<file path="src/rtl/preload_pkg.sv">
// Shared types and constants for the data-memory preload sequencer.
package preload_pkg;

  // Controller states, in the order the sequencer walks through them.
  typedef enum logic [2:0] {
    IDLE    = 3'd0,
    LOAD    = 3'd1,
    CRST    = 3'd2,
    START   = 3'd3,
    RUN     = 3'd4,
    DONE    = 3'd5,
    TIMEOUT = 3'd6
  } state_t;

  // Number of cycles the core is held in reset after the image lands.
  localparam int CRST_LEN = 2;

  // Width of the run-cycle counter and its saturation value.
  localparam int          RUN_CNT_W = 32;
  localparam logic [31:0] RUN_MAX   = 32'hFFFF_FFFF;

  // One load beat as seen at the input port (default 8-bit memory geometry).
  typedef struct packed {
    logic [7:0] addr;
    logic [7:0] data;
  } load_beat_t;

endpackage

</file>
<file path="src/rtl/run_timer.sv">
// Saturating run-cycle counter with a terminal-count flag against TIMEOUT.
// tc fires in the cycle whose increment makes the count equal TIMEOUT, so
// the owner can leave RUN on the same edge the count lands on TIMEOUT.
module run_timer #(
  parameter int unsigned TIMEOUT = 100000
) (
  input  logic        clk,
  input  logic        rst_n,
  input  logic        clr,
  input  logic        en,
  output logic [31:0] count,
  output logic        tc
);
  import preload_pkg::*;

  logic [RUN_CNT_W-1:0] count_r;
  logic [RUN_CNT_W-1:0] count_s;

  // Next count: increment, but stick at the all-ones value.
  always_comb begin
    count_s = count_r;
    if (count_r == RUN_MAX) begin
      count_s = count_r;
    end else begin
      count_s = count_r + 32'd1;
    end
  end

  // Counter register: clear has priority over enable.
  always_ff @(posedge clk or negedge rst_n) begin
    if (!rst_n) begin
      count_r <= 32'd0;
    end else if (clr) begin
      count_r <= 32'd0;
    end else if (en) begin
      count_r <= count_s;
    end else begin
      count_r <= count_r;
    end
  end

  assign count = count_r;
  assign tc    = en && (TIMEOUT != 32'd0) && (count_s == TIMEOUT);

endmodule

</file>
<file path="src/rtl/mem_preload_sequencer.sv">
// Preload sequencer: streams (addr,data) beats into the core data memory,
// resets and starts the core, waits for Ack and reports Done / TimedOut
// and the number of run cycles.
// Optional feature: define MEM_PRELOAD_CHECKSUM_EN to add a Checksum output
// carrying the XOR of all words written for the current image.
module mem_preload_sequencer #(
  parameter int          AW        = 8,
  parameter int          DW        = 8,
  parameter int          START_LEN = 2,
  parameter int unsigned TIMEOUT   = 100000
) (
  input  logic          Clk,
  input  logic          Reset_n,
  input  logic          InValid,
  output logic          InReady,
  input  logic [AW-1:0] InAddr,
  input  logic [DW-1:0] InData,
  input  logic          InLast,
  input  logic          Clear,
  output logic          MemWrEn,
  output logic [AW-1:0] MemAddr,
  output logic [DW-1:0] MemWrData,
  output logic          CoreReset,
  output logic          CoreStart,
  input  logic          CoreAck,
  output logic          Busy,
  output logic          Done,
  output logic          TimedOut,
  output logic [31:0]   RunCycles
`ifdef MEM_PRELOAD_CHECKSUM_EN
  ,
  output logic [DW-1:0] Checksum
`endif
);
  import preload_pkg::*;

  state_t        state_r;
  state_t        state_s;
  logic [15:0]   phase_cnt_r;
  logic          accept_s;
  logic          tc_s;
  logic          in_ready_r;
  logic          mem_wr_en_r;
  logic [AW-1:0] mem_addr_r;
  logic [DW-1:0] mem_data_r;
  logic          core_reset_r;
  logic          core_start_r;
  logic          busy_r;
  logic          done_r;
  logic          timed_out_r;

  assign accept_s = InValid && in_ready_r;

  // Next-state logic for the load / reset / start / run sequence.
  always_comb begin
    state_s = state_r;
    case (state_r)
      IDLE: begin
        if (accept_s) begin
          state_s = InLast ? CRST : LOAD;
        end else begin
          state_s = IDLE;
        end
      end
      LOAD: begin
        if (accept_s && InLast) begin
          state_s = CRST;
        end else begin
          state_s = LOAD;
        end
      end
      CRST: begin
        if (phase_cnt_r == 16'(CRST_LEN - 1)) begin
          state_s = START;
        end else begin
          state_s = CRST;
        end
      end
      START: begin
        if (phase_cnt_r == 16'(START_LEN - 1)) begin
          state_s = RUN;
        end else begin
          state_s = START;
        end
      end
      RUN: begin
        // Ack takes priority over a timeout landing in the same cycle.
        if (CoreAck) begin
          state_s = DONE;
        end else if (tc_s) begin
          state_s = preload_pkg::TIMEOUT;
        end else begin
          state_s = RUN;
        end
      end
      DONE, preload_pkg::TIMEOUT: begin
        if (Clear) begin
          state_s = IDLE;
        end else begin
          state_s = state_r;
        end
      end
      default: state_s = IDLE;
    endcase
  end

  // State register plus the per-phase cycle counter (restarts on every change).
  always_ff @(posedge Clk or negedge Reset_n) begin
    if (!Reset_n) begin
      state_r     <= IDLE;
      phase_cnt_r <= 16'd0;
    end else begin
      state_r <= state_s;
      if (state_s != state_r) begin
        phase_cnt_r <= 16'd0;
      end else begin
        phase_cnt_r <= phase_cnt_r + 16'd1;
      end
    end
  end

  // Control outputs, registered from the next state so they align with it.
  always_ff @(posedge Clk or negedge Reset_n) begin
    if (!Reset_n) begin
      in_ready_r   <= 1'b1;
      core_reset_r <= 1'b0;
      core_start_r <= 1'b0;
      busy_r       <= 1'b0;
      done_r       <= 1'b0;
      timed_out_r  <= 1'b0;
    end else begin
      in_ready_r   <= (state_s == IDLE) || (state_s == LOAD);
      core_reset_r <= (state_s == CRST);
      core_start_r <= (state_s == START);
      busy_r       <= !((state_s == IDLE) || (state_s == DONE) ||
                        (state_s == preload_pkg::TIMEOUT));
      done_r       <= (state_s == DONE);
      timed_out_r  <= (state_s == preload_pkg::TIMEOUT);
    end
  end

  // Write port register: each accepted beat becomes one write next cycle.
  always_ff @(posedge Clk or negedge Reset_n) begin
    if (!Reset_n) begin
      mem_wr_en_r <= 1'b0;
      mem_addr_r  <= '0;
      mem_data_r  <= '0;
    end else begin
      mem_wr_en_r <= accept_s;
      if (accept_s) begin
        mem_addr_r <= InAddr;
        mem_data_r <= InData;
      end else begin
        mem_addr_r <= mem_addr_r;
        mem_data_r <= mem_data_r;
      end
    end
  end

  // The run counter restarts while CoreStart is high and counts every RUN cycle.
  run_timer #(
    .TIMEOUT (TIMEOUT)
  ) u_run_timer (
    .clk   (Clk),
    .rst_n (Reset_n),
    .clr   (state_r == START),
    .en    (state_r == RUN),
    .count (RunCycles),
    .tc    (tc_s)
  );

`ifdef MEM_PRELOAD_CHECKSUM_EN
  logic [DW-1:0] checksum_r;

  // Running XOR of written words; the first beat of an image restarts it.
  always_ff @(posedge Clk or negedge Reset_n) begin
    if (!Reset_n) begin
      checksum_r <= '0;
    end else if (accept_s) begin
      checksum_r <= (state_r == IDLE) ? InData : (checksum_r ^ InData);
    end else begin
      checksum_r <= checksum_r;
    end
  end

  assign Checksum = checksum_r;
`else
  // Checksum feature not built: no extra state.
`endif

  assign InReady   = in_ready_r;
  assign MemWrEn   = mem_wr_en_r;
  assign MemAddr   = mem_addr_r;
  assign MemWrData = mem_data_r;
  assign CoreReset = core_reset_r;
  assign CoreStart = core_start_r;
  assign Busy      = busy_r;
  assign Done      = done_r;
  assign TimedOut  = timed_out_r;

endmodule

</file>
<file path="config.mk">
export PLATFORM = sky130hd
export DESIGN_NAME = mem_preload_sequencer
export DESIGN_NICKNAME = d
export VERILOG_FILES = /design/src/rtl/preload_pkg.sv /design/src/rtl/run_timer.sv /design/src/rtl/mem_preload_sequencer.sv
export SDC_FILE = /design/constraint.sdc
export NUM_CORES = 1
export LEC_CHECK = 0
export BUFFER_PORTS_ARGS = -buffer_cell sky130_fd_sc_hd__buf_2
export CORE_ASPECT_RATIO = 1.4
export CORE_UTILIZATION = 35
export CTS_CLUSTER_SIZE = 10
export DETAILED_ROUTE_END_ITERATION = 8
export GPL_TIMING_DRIVEN = 0
export HOLD_SLACK_MARGIN = 0.12
export PLACE_DENSITY = 0.64
export SYNTH_ARGS = -nofsm -noshare
export SYNTH_HDL_FRONTEND = slang
export SYNTH_SLANG_ARGS = --single-unit
</file>
<file path="constraint.sdc">
create_clock -name Clk -period 2.8 [get_ports Clk]
set_clock_uncertainty 0.1 [all_clocks]
set_input_delay 0.56 -clock Clk [delete_from_list [all_inputs] [get_ports Clk]]
set_output_delay 0.56 -clock Clk [all_outputs]
set_load 0.02 [all_outputs]
</file>
# Word level (Yosys, flattened, before mapping)
# Cells that the tools add are included.
dict set report totals {
  reg_bits 74
  out_inout_bits 55
  word_cells 53
}
dict set report classes {
  addsub 2
  eq_ne 15
  muxes 13
  n_reduce_logical 11
}
# operator count
set ops {}
lappend ops {{32-bit 2-to-1 mux} 3}
lappend ops {{32-bit by 1-bit adder with 32-bit output, second input constant} 1}
lappend ops {{32-bit by 17-bit equality test with 1-bit output, second input constant} 1}
lappend ops {{32-bit equality test, second input constant} 1}
lappend ops {{3-bit one-hot mux with 6 select lines} 1}
lappend ops {{16-bit by 1-bit adder with 16-bit output, second input constant} 1}
lappend ops {{16-bit by 1-bit equality test with 1-bit output, second input constant} 1}
lappend ops {{16-bit 2-to-1 mux} 1}
lappend ops {{3-bit equality test, second input constant} 5}
lappend ops {{3-bit by 2-bit equality test with 1-bit output, second input constant} 4}
lappend ops {{2-bit 2-to-1 mux} 5}
lappend ops {{3-bit by 1-bit equality test with 1-bit output, second input constant} 2}
lappend ops {{3-bit logical NOT} 2}
lappend ops {{3-bit 2-to-1 mux} 2}
lappend ops {{1-bit logical AND} 3}
lappend ops {{1-bit logical OR} 3}
lappend ops {{3-bit inequality test} 1}
lappend ops {{2-bit nonzero test} 1}
lappend ops {{2-bit OR reduction} 1}
lappend ops {{1-bit logical NOT} 1}
lappend ops {{1-bit 2-to-1 mux} 1}

# Longest topological paths before layout
dict set report logic_depth {
  word_depth 11
  mapped_depth 12
  mapped_depth_nobuf 10
}

# Cells and area by module
# Synthesis repeated with hierarchy kept, for this count alone.
dict set report unflattened {
  cells_unflattened 429
  area_unflattened_um2 4381.7
}
# module instances cells_each area_per_inst_um2 seq_area_each_um2
set by_module_without_submodules {}
lappend by_module_without_submodules {run_timer 1 264 2392.3 800.8}
lappend by_module_without_submodules {mem_preload_sequencer 1 165 1989.4 1052.3}

# Worst setup path after synthesis
# No wires, ideal clock.
dict set report synth_timing {
  path_kind {reg-to-reg}
  startpoint {register u_run_timer.count_r[0], in the netlist u_run_timer.count[0]}
  endpoint {register busy_r, in the netlist Busy}
  arrival_ps 2882
  required_time_ps 2561
  setup_slack_ps -320
  stages_incl_launch_ff 10
  path_buffers 0
  synth_period_minus_slack_ps 3120
  cell_sequence {dfrtp_1 > ha_1 > nand3_2 > or3_1 > or4_1 > xnor2_1 > nor2_1 > nand3_1 > or4_4 > nor2b_4}
}
dict set report synth_via {
  elab_chain_cells 11
}
# element line_no
set synth_rtl {}
lappend synth_rtl {{start: declaration} run_timer.sv:16} ;# logic [RUN_CNT_W-1:0] count_r;
lappend synth_rtl {{start signal: assignment} run_timer.sv:36} ;# count_r <= count_s;
lappend synth_rtl {{start signal: assignment} run_timer.sv:38} ;# count_r <= count_r;
lappend synth_rtl {{32-bit by 1-bit adder with 32-bit output or 32-bit equality test (tied branches)} {run_timer.sv:25, run_timer.sv:22}}
lappend synth_rtl {{32-bit 2-to-1 mux (*)} run_timer.sv:22} ;# if (count_r == RUN_MAX) begin
lappend synth_rtl {{32-bit by 17-bit equality test with 1-bit output (*)} run_timer.sv:43} ;# assign tc = en && (TIMEOUT != 32'd0) && (count_s == TIMEOUT);
lappend synth_rtl {{1-bit logical AND (*)} run_timer.sv:43}
lappend synth_rtl {{2-bit 2-to-1 mux (*)} mem_preload_sequencer.sv:90} ;# end else if (tc_s) begin
lappend synth_rtl {{2-bit 2-to-1 mux (*)} mem_preload_sequencer.sv:88} ;# if (CoreAck) begin
lappend synth_rtl {{3-bit one-hot mux with 6 select lines (*)} mem_preload_sequencer.sv:57} ;# case (state_r)
lappend synth_rtl {{3-bit equality test or 3-bit logical NOT (tied branches)} mem_preload_sequencer.sv:135} ;# busy_r <= !((state_s == IDLE) || (state_s == DONE) ||
lappend synth_rtl {{1-bit logical OR} mem_preload_sequencer.sv:135}
lappend synth_rtl {{1-bit logical OR (*)} mem_preload_sequencer.sv:135}
lappend synth_rtl {{1-bit logical NOT (*)} mem_preload_sequencer.sv:135}
lappend synth_rtl {{end signal: assignment} mem_preload_sequencer.sv:135}
lappend synth_rtl {{end: declaration} mem_preload_sequencer.sv:48} ;# logic busy_r;
# Every way passes the cells marked *; elsewhere a longest branch is shown, timed or not.
# A chain may end at the register's enable or synchronous reset.

# Worst setup path in the final report
dict set report layout_timing {
  startpoint {register u_run_timer.count_r[17], in the netlist u_run_timer.count[17]}
  endpoint {register phase_cnt_r[14]}
}
dict set report layout_via {
  elab_chain_cells 9
}
# element line_no
set layout_rtl {}
lappend layout_rtl {{32-bit by 1-bit adder with 32-bit output or 32-bit equality test (tied branches)} {run_timer.sv:25, run_timer.sv:22}}
lappend layout_rtl {{32-bit 2-to-1 mux (*)} run_timer.sv:22}
lappend layout_rtl {{32-bit by 17-bit equality test with 1-bit output (*)} run_timer.sv:43}
lappend layout_rtl {{1-bit logical AND (*)} run_timer.sv:43}
lappend layout_rtl {{2-bit 2-to-1 mux (*)} mem_preload_sequencer.sv:90}
lappend layout_rtl {{2-bit 2-to-1 mux (*)} mem_preload_sequencer.sv:88}
lappend layout_rtl {{3-bit one-hot mux with 6 select lines (*)} mem_preload_sequencer.sv:57}
lappend layout_rtl {{3-bit inequality test (*)} mem_preload_sequencer.sv:114} ;# if (state_s != state_r) begin
lappend layout_rtl {{16-bit 2-to-1 mux (*)} mem_preload_sequencer.sv:114}
lappend layout_rtl {{end signal: assignment} mem_preload_sequencer.sv:117} ;# phase_cnt_r <= phase_cnt_r + 16'd1;
lappend layout_rtl {{end: declaration} mem_preload_sequencer.sv:39} ;# logic [15:0] phase_cnt_r;
# Marked as above.

==> impl.org <==
** Global routing
- Pin count of the biggest net entering global routing :: 66
- For this run, global-route usage on met2 was measured as 0.381.
- The first global-routing pass estimated 23,500 um of wire.
- GR peak layer :: met2
- GRT overflow :: 0
- The initial antenna violation count came to 0.
- In the global route stage, met1 resource usage came out at 0.269.
- Via count of the first global-routing pass :: 4,493
- For met3 alone, demand over resource in global routing was 0.0284.
- In the global route stage, overall resource usage came out at 0.226.

** Timing
- Count of final hold-check violations :: 0
- Setup violations remaining at the end of the flow were counted as 17.
- At the pin with the least slew margin, the transition time is 0.707 ns.
- Setup repair after global routing could not meet its margin everywhere.
- Rel. slew slack :: 0.529
- Max Fclk :: 343 MHz
- Dividing the final minimum period by the clock period gives 1.04.
- Final worst-path setup slack :: -0.117 ns
- The max-slew violation count is 0.
- The smallest clock period supported by the final layout is computed as 2.92 ns.

** Routing
- The detailed router placed 4,588 vias in this run.
- Total Wirelength :: 15,200 um
- Initial DRC count :: 243
- In the final routed layout, each cell accounts on average for 19.1 um.
- Vias per Instance :: 5.76
- The detail route stage leaves a number of antenna-violating nets equal to 0.
- Remaining routing DRC violations :: 0
- Detailed-router iteration count before antenna repair :: 5

** Synth
- Number of cells produced by synthesis :: 509
- Number of nets produced by synthesis :: 534
- Of the synthesized area, sequential elements account for 0.405.
- Synthesis instantiated 68 different standard cells from the library.
- Ys flop type :: dfrtp_1
- Avg Synthesized Cell Area :: 9.00 um2
- The synthesized design contains 74 register bits.
- Count of synthesis-stage warnings from yosys :: 0
- Netlist area before placement :: 0.00458 mm2
- In this run, synthesis inferred 0 flip-flops with an integrated enable.
- For this run, asynchronously set or reset flops after synthesis account for 1.00.

** Floorplanning
- Placeable core area :: 0.0128 mm2
- The die is 137 um tall.
- Row generation in the floorplan step produced 49 rows.
- Initial Utilization :: 0.357
- Die ar. :: 0.0136 mm2
- Floorplan die width :: 98.7 um
- 77 I/O pins were placed.

** CTS
- TritonCTS built the clock tree.
- Buffer cell driving the clock tree root :: clkbuf_16
- TritonCTS created 9 clock buffers.
- Clock transition at the registers of the reported paths :: 0.06 ns
- No sink is reached through more buffers than the 2 on the longest clock path.
- CTS built an H-tree with a depth of 3.
- The clock reaches the later pin of the worst-skew pair after 0.35 ns.
- Clock tree synthesis found a total of 74 sinks.

** Hold path
- The min-delay analysis places its worst path in the category input port to flip-flop.

** Critical path
- Critical Path AT :: 3.05 ns
- Data required time of the worst path :: 2.93 ns
- The worst setup path is launched from a flip-flop.
- Type of the worst setup path :: flip-flop to flip-flop
- STA classifies the critical path endpoint as a flip-flop.
- Critical path peak fanout :: 6

** Power and ir drop
- Design Power :: 4110 uW
- Worst IR Drop VDD :: 0.326 mV
- Pwr Density :: 662 mW/mm2
- Summed over all cells, the static leakage comes to 0.00263 uW.

** Placement
- Routability-driven placement finished with a final weighted congestion of 0.931.
- In this run the tool buffered the top-level ports with 76 buffer cells.
- Estimated wirelength of the detail-placed design :: 10,500 um
- Pre-CTS worst setup slack :: -0.491 ns

** Run status
- Run status :: complete, but fails checks
- The checks that failed: negative setup slack.

** Cells and area
- Commonest non-fill, non-tap cell in the layout :: buf_2
- Commonest cells after routing, fill and taps aside :: buf_2 (75), nand2_1 (55), buf_4 (52)
- Of the cells placed in the final design, the portion with a size suffix greater than 1 is 0.421.
- Antenna cell count :: 0
- The area growth from synthesis to layout is 35.5%.
- Post-Route Utilization :: 0.484
- The net count of the finished layout is 663.

** Run
- Max-Cap Viols :: 0
==> through the flow <==
step                hold WS [ns]  instance area, um2  setup TNS [ns]  cells
floorplan                  0.164                4650          -0.224    509
global placement           0.382                5220           -8.55    738
detailed placement         0.308                5250           -8.08    739
CTS                        0.331                6060          -0.708    790
global route               0.337                6210           -2.65    796
finish                     0.337                6210           -1.59    796
==> critical path: stages (launching register included) <==
cell	delay, ns
dfrtp_2	0.36
and4_4	0.29
buf_4	0.13
nand3_2	0.12
or3_4	0.42
o31a_2	0.32
nor4_2	0.28
nand4_1	0.23
o21ai_4	0.31
buf_6	0.18
nor2_1	0.04
==> cell type report <==
cell class              count  area [um2]
fillers                  1199        6610
multi-input cells         391        2810
flip-flops and latches     74        1880
repair buffers            130         822
clock buffers               9         225
well taps                 153         191
plain buffers              24         170
clock inverters             7        82.6
inverters                   8        30.0
==> worst paths after layout <==
path / from / to / slack [ns] / depth (start not counted)
min: InData[4] / MemWrData[4] / 0.34 / 2
max reg2reg: u_run_timer.count[17] / phase_cnt_r[14] / -0.12 / 10
max: u_run_timer.count[17] / phase_cnt_r[14] / -0.12 / 10
max in group asynchronous: Reset_n / InReady / 1.53 / 3
min in group asynchronous: Reset_n / phase_cnt_r[11] / 0.50 / 2
min reg2reg: MemWrData[7] / MemWrData[7] / 0.40 / 1
==> logic make-up (layout without fill, tap and decap cells) <==
group | Yosys count | in the layout | synth area share
multiplexers | 21 | 21 | 0.0505
adder cells (fa/ha/maj) | 3 | 3 | 0.00820
flip-flops | 74 | 74 | 0.405
buffers and inverters | 44 | 178 | 0.0552
AND/OR/NAND/NOR | 224 | 224 | 0.263
AO/OA/AOI/OAI | 115 | 115 | 0.165
XOR/XNOR | 28 | 28 | 0.0536
==> layer usage <==
metal | up-vias | wire, um
met1 | 2209 | 6170
met5 | - | 0
met3 | 56 | 700
met4 | 0 | 779
li1 | 2134 | -
met2 | 189 | 7530
==> flip-flops by register name (all words and copies together) (netlist names) <==
register / cells
TimedOut: 1
CoreStart: 1
Busy: 1
CoreReset: 1
MemWrEn: 1
phase_cnt_r: 16
MemWrData: 8
Done: 1
InReady: 1
state_r: 3
MemAddr: 8
u_run_timer.count: 32
==> what timing repair did <==
action	in CTS	in global routing
hold endpoints to repair	9	0
gates resized for setup	71	30
setup endpoints to repair	24	21
cloned	1	0
buffers inserted	44	7
pin swaps	32	17
hold buffers	1	0
==> power by group <==
group	switching, uW	internal [uW]	total (uW)
registers	112	1270	1380
logic	909	600	1510
clock network	510	706	1220
total	1530	2580	4110
==> cell usage after synthesis, types with 4 or more instances <==
master	instances	area share
dfrtp_1	73	0.40
nand2_1	57	0.047
xnor2_1	13	0.025
clkbuf_1	15	0.012
nor3_1	12	0.013
xor2_1	15	0.029
and3_1	11	0.015
a21oi_1	19	0.021
a211oi_1	5	0.0082
nor2_1	42	0.034
a31oi_1	8	0.011
buf_4	5	0.0082
nand4_1	20	0.027
o21ai_0	42	0.046
nor4_1	9	0.012
mux2_2	17	0.042
a21o_1	4	0.0066
mux2i_1	4	0.0087
and4_1	6	0.011
inv_1	8	0.0066
buf_6	6	0.015
o31ai_1	10	0.016
or3_1	5	0.0068
nand3_1	28	0.031
buf_2	8	0.0087
a311oi_1	4	0.0076
Note: power is estimated with default switching activity, not from simulation.
